### src/rtl/cacheline_adapter.sv
// Cacheline adapter: converts 256-bit L2 line fills and write-backs
// into four 64-bit DRAM bursts.
module cacheline_adapter (
  input  logic         clk,
  input  logic         rst,
  input  logic [31:0]  address_i,
  input  logic [255:0] line_i,
  input  logic         read_i,
  input  logic         write_i,
  output logic [255:0] line_o,
  output logic         resp_o,
  output logic [31:0]  address_o,
  input  logic [63:0]  burst_i,
  output logic [63:0]  burst_o,
  output logic         read_o,
  output logic         write_o,
  input  logic         resp_i
);

  typedef enum logic [1:0] {
    IDLE,
    RD,
    WR,
    DONE
  } state_t;

  state_t         state;
  state_t         state_n;
  logic [1:0]     cnt;
  logic [31:0]    addr_q;
  logic [255:0]   line_q;
  logic           beat;

  assign beat = resp_i & ((state == RD) | (state == WR));

  always_ff @(posedge clk) begin
    if (rst) state <= IDLE;
    else     state <= state_n;
  end

  always_comb begin
    state_n = state;
    unique case (state)
      IDLE: begin
        if (write_i)     state_n = WR;
        else if (read_i) state_n = RD;
      end
      RD, WR: begin
        if (beat && cnt == 2'd3) state_n = DONE;
      end
      DONE:    state_n = IDLE;
      default: state_n = IDLE;
    endcase
  end

  // Counter is held at zero while idle, so each burst starts at beat 0.
  always_ff @(posedge clk) begin
    if (rst) begin
      cnt    <= 2'd0;
      addr_q <= '0;
      line_q <= '0;
      line_o <= '0;
    end else if (state == IDLE) begin
      cnt <= 2'd0;
      if (write_i) begin
        addr_q <= address_i;
        line_q <= line_i;
      end else if (read_i) begin
        addr_q <= address_i;
      end
    end else if (beat) begin
      cnt <= cnt + 2'd1;
      if (state == RD) line_o[{cnt, 6'd0} +: 64] <= burst_i;
    end
  end

  assign address_o = {addr_q[31:5], 5'b0};
  assign read_o    = (state == RD);
  assign write_o   = (state == WR);
  assign resp_o    = (state == DONE);
  assign burst_o   = (state == WR) ? line_q[{cnt, 6'd0} +: 64] : 64'd0;

endmodule

### config.mk
export PLATFORM = sky130hd
export DESIGN_NAME = cacheline_adapter
export DESIGN_NICKNAME = d
export VERILOG_FILES = /design/src/rtl/cacheline_adapter.sv
export SDC_FILE = /design/constraint.sdc
export NUM_CORES = 1
export LEC_CHECK = 0
export ABC_AREA = 0
export CORE_AREA = 2 2 277 279
export CTS_CLUSTER_DIAMETER = 120
export CTS_CLUSTER_SIZE = 8
export DETAILED_ROUTE_END_ITERATION = 10
export DIE_AREA = 0 0 279 281
export GPL_ROUTABILITY_DRIVEN = 0
export PLACE_DENSITY = 0.66
export SYNTH_ARGS = -nofsm -noshare
export SYNTH_HDL_FRONTEND = slang
export SYNTH_SLANG_ARGS = --single-unit
export TNS_END_PERCENT = 20
### constraint.sdc
create_clock -name clk -period 5.69 [get_ports clk]
set_input_delay 0.569 -clock clk [delete_from_list [all_inputs] [get_ports clk]]
set_output_delay 0.569 -clock clk [all_outputs]
set_load 0.01 [all_outputs]
# Word-level counts from Yosys, hierarchy flattened
# Index checks and enable logic that the tools add are counted.
[classes]
addsub = 2
n_eq_ne = 6
shifts = 3
n_mux = 8
bitwise = 3
n_reduce_logical = 9
[ops]
columns = ["op", "count"]
rows = [
  ["256-bit bitwise mux", 1],
  ["64-bit by 10-bit variable shift with 256-bit output (first input constant)", 1],
  ["256-bit by 9-bit indexed part select with 64-bit output", 1],
  ["64-bit by 10-bit indexed part select with 256-bit output", 1],
  ["32-bit 2-to-1 mux", 2],
  ["64-bit 2-to-1 mux", 1],
  ["8-bit negator with 10-bit output", 1],
  ["2-bit equality test (second input constant)", 3],
  ["2-bit 2-to-1 mux", 3],
  ["2-bit one-hot mux with 3 select lines", 1],
  ["2-bit AND reduction", 3],
  ["2-bit OR reduction", 2],
  ["3-bit != test (second input constant)", 1],
  ["3-bit AND reduction", 1],
  ["2-bit by 1-bit adder with 2-bit output (second input constant)", 1],
  ["2-bit by 1-bit equality test with 1-bit output (second input constant)", 1],
  ["2-bit logical NOT", 1],
  ["2-bit != test (second input constant)", 1],
  ["2-bit nonzero test", 1],
  ["1-bit AND", 1],
  ["1-bit logical AND", 1],
  ["1-bit inverter", 1],
  ["1-bit bitwise OR", 1],
]
[totals]
reg_bits = 548
inputBits = 357
out_inout_bits = 355

# Logic depth before layout (Yosys ltp)
[depth]
word_depth = 6
mapped_depth = 10

# Least setup slack after synthesis
# OpenSTA, ideal clock, no wires.
[synth_path]
path_kind = "reg2reg"
from = "register cnt[1]"
to = "register line_o[225]"
arrival_ns = 2.404
setup_slack_ns = 3.216
path_stages_with_launch = 9
n_path_buf = 3
synth_period_minus_slack_ns = 2.474
path_cell_list = "dfxtp_1 buf_2 buf_1 inv_1 ha_1 nor4b_4 buf_6 nand3_2 a21oi_2"
[synth_between]
elab_chain_cells = 3
word_cells_on_any_way = 4
cone_classes = "1 x add/sub; 2 x shift; 1 x mux"
[synth_lines]
columns = ["element", "line", "rtl"]
rows = [
  ["start, declared", "29", "logic [1:0] cnt;"],
  ["start signal, assigned", "72", "cnt <= cnt + 2'd1;"],
  ["8-bit negator with 10-bit output (*)", "73", "if (state == RD) line_o[{cnt, 6'd0} +: 64] <= burst_i;"],
  ["64-bit by 10-bit indexed part select with 256-bit output / 64-bit by 10-bit variable shift with 256-bit output (equally long branches)", "73", ""],
  ["256-bit bitwise mux (*)", "73", ""],
  ["end signal, assigned by index", "73", ""],
  ["end, declared", "10", "output logic [255:0] line_o,"],
]
# Every way passes the cells marked *; elsewhere a longest branch is shown, timed or not.
# A chain may end at the register's enable or synchronous reset.

# Worst setup path after layout
[layout_path]
from = "register cnt[1]"
to = "output burst_o[2]"
[layout_between]
elab_chain_cells = 2
[layout_lines]
columns = ["element", "line", "rtl"]
rows = [
  ["256-bit by 9-bit indexed part select with 64-bit output", "81", "assign burst_o = (state == WR) ? line_q[{cnt, 6'd0} +: 64] : 64'd0;"],
  ["64-bit 2-to-1 mux", "81", ""],
  ["end, declared", "14", "output logic [63:0] burst_o,"],
]
# No other way between the ends.

==> results.py <==
metrics = {
    "layout": {
        "final_cell_mix": "nand2_1, clkdlybuf4s50_1, dfxtp_1",
        "fin_cells": 4152,
        "stdcell_area_um2": 31500,
        "area_growth_pct": 43.4,
        "layout-drive-gt1-share": 0.107,
        "layout_commonest_cell": "nand2_1",
        "nets": 3513,
    },
    "run_status": {
        "status": "completed",
    },
    "yosys": {
        "synth-seq-cells": 543,
        "synthArstFlopShare": 0,
        "synth_cell_types": 34,
        "synth_edf_count": 0,
        "netlist_instances": 2569,
        "synth_top_area_share": 0.494,
        "synth_area_per_cell_um2": 8.56,
        "syn_area_um2": 22000,
        "synth_area_leaders": "dfxtp_1, nand2_1, a21oi_1",
        "yosysWarnings": 0,
        "synth_ff_type": "dfxtp_1",
        "seq_area_frac_synth": 0.494,
        "synth_largest_area_cell": "dfxtp_1",
    },
    "detailed_routing": {
        "drt-wirelength-per-cell_um": 18.8,
        "remaining_drc_errors": 0,
        "dr_total_vias": 20100,
        "via_per_inst": 4.84,
        "first_pass_iters": 5,
        "postRouteAntennaNets": 0,
        "dr_wl_met3_um": 5600,
        "wl_met1_um": 32600,
        "dr.max_layer_used": "met5",
        "drtIter0Drc": 1403,
        "drt-total-wl_um": 78000,
        "wl_met2_um": 36600,
    },
    "clock_network": {
        "worstSkewPairLatency_ns": 0.62,
        "clockBufferDepth": 3,
        "post_cts_resized": 0,
        "cts_tree": "built",
        "cts-root-buf": "clkbuf_16",
        "cts_setup_buffers": 0,
        "cts_made_buffers": 77,
        "cts_sinks": 543,
        "clk_pin_slew_ns": 0.06,
        "h-tree-depth": 3,
        "postCtsHoldBufs": 0,
    },
    "critical_path": {
        "cp_top_family": "buffers and inverters",
        "worstPathRequired_ns": 5.12,
        "path_cells": "buf_4 -> mux4_2 -> and2_1 -> clkdlybuf4s50_1",
        "cp.arrival_ns": 3.14,
        "cp_slowest_cell": "buf_4",
        "crit_type": "reg2out",
        "crit_path_start_kind": "flip-flop",
        "cpPeakStageDelay_ns": 0.74,
        "path_buf_inv": 2,
        "worstPathMaxFanout": 51,
        "critPathCaptureType": "output pin",
    },
    "pwr": {
        "p_per_area_nw_per_um2": 348,
        "peakVddDrop_mv": 0.293,
        "p_leak_nw": 10.5,
    },
    "grt": {
        "antenna_found_initial": 22,
        "grt_start_max_net_pins": 199,
        "grt_use_total": 0.191,
        "first_global_vias": 19400,
        "grt_overflow": 0,
        "grt_pass1_wl_um": 117000,
    },
    "placement": {
        "numPortBuffers": 701,
        "pre_cts_ws_ns": 2.60,
        "dpl.hpwl_um": 52500,
        "dp.cells": 4045,
        "dpl_cell_area_um2": 29400,
    },
    "job": {
        "drv_cap": 0,
    },
    "die": {
        "die_h_um": 281,
        "die_area_um2": 78400,
        "num_rows": 101,
        "initial_core_util": 0.291,
        "core_area_um2": 75400,
        "die_x_um": 279,
        "io_pins": 712,
    },
    "sta": {
        "worst_pin_slew_ns": 1.11,
        "tns_ns": 0,
        "slew_viol_final": 0,
        "fin_skew_ns": 0.0208,
        "relSlewSlack": 0.258,
        "setup_viol": 0,
        "setup_ws_ns": 1.98,
        "rsz0062_at_grt": "no",
        "timing.final.crit_period_ns": 3.71,
        "fin_crit_sh": 0.652,
        "fmax_mhz": 269,
        "hold_viol": 0,
    },
    "worst_hold_path": {
        "hold_class": "reg2reg",
    },
}
worst min-delay path, stage by stage, from the launching register on:
cell	delay, ns
dfxtp_1	0.30
nand2_1	0.05
a21oi_1	0.05
cell usage after synthesis, types with 2 or more instances:
cell / count
buf_12: 6
a21oi_2: 73
nor4b_4: 2
and4_1: 4
buf_1: 17
buf_6: 9
mux4_2: 64
clkbuf_1: 110
nor3_1: 3
nand3_2: 73
nand2_1: 825
nand4_1: 5
buf_2: 84
buf_4: 6
ha_1: 10
nor2_1: 4
nand3_1: 181
dfxtp_1: 543
mux2_2: 2
a21oi_1: 467
inv_1: 4
and2_1: 65
state kept, by name (all words and copies together), names as in the netlist:
register,cells
line_q,256
state,2
line_o,256
addr_q,27
cnt,2
per-layer routing:
layer / vias up / GRT usage
met5: - / 0
met4: 2 / 0.0986
met1: 9450 / 0.237
li1: 9744 / -
met2: 730 / 0.305
met3: 173 / 0.0501
where the power goes:
| part | internal, mW | leakage, nW | switching [mW] |
|---|---|---|---|
| registers | 4.22 | 4.42 | 0.223 |
| clock network | 2.45 | 1.03 | 1.72 |
| logic | 0.975 | 5.02 | 1.39 |
worst paths after layout:
check | slack [ns] | from | to | cells after the start
setup / recovery | 1.98 | cnt[1]$_SDFFE_PP0P_ | burst_o[2] | 4
hold / removal | 0.45 | line_o[80]$_SDFFE_PP0P_ | line_o[80]$_SDFFE_PP0P_ | 2
hold reg to reg | 0.45 | line_o[80]$_SDFFE_PP0P_ | line_o[80]$_SDFFE_PP0P_ | 2
setup reg to reg | 2.57 | cnt[0]$_SDFFE_PP0P_ | line_o[66]$_SDFFE_PP0P_ | 6
layout make-up:
cell class,count,area (µm²)
antenna,21,52.6
clock buffer,80,1960
clock inverter,6,150
fill,7514,43900
inverter,4,15.0
multi-input combinational,1793,9990
sequential,543,10900
tap,978,1220
timing repair buffer,727,7280
through the flow:
stage | hold WS (ns) | power (mW) | utilization
global route | 0.461 | 11.5 | 0.418
floorplan | 0.433 | 5.93 | -
CTS | 0.437 | 11.1 | 0.417
global placement | 0.437 | 6.87 | 0.389
detailed placement | 0.442 | 6.90 | 0.389
finish | 0.446 | 11.0 | 0.418
cells by family after synthesis:
group           Yosys count  synth area share
flops                   543             0.494
xor+xnor                  1          0.000398
mux                      67            0.0670
buf+inv                 237            0.0539
simple gates           1167             0.242
fa+ha+maj                10           0.00569
compound gates          543             0.136
other cells               1          0.000171
(Power assumes the default switching activity.)
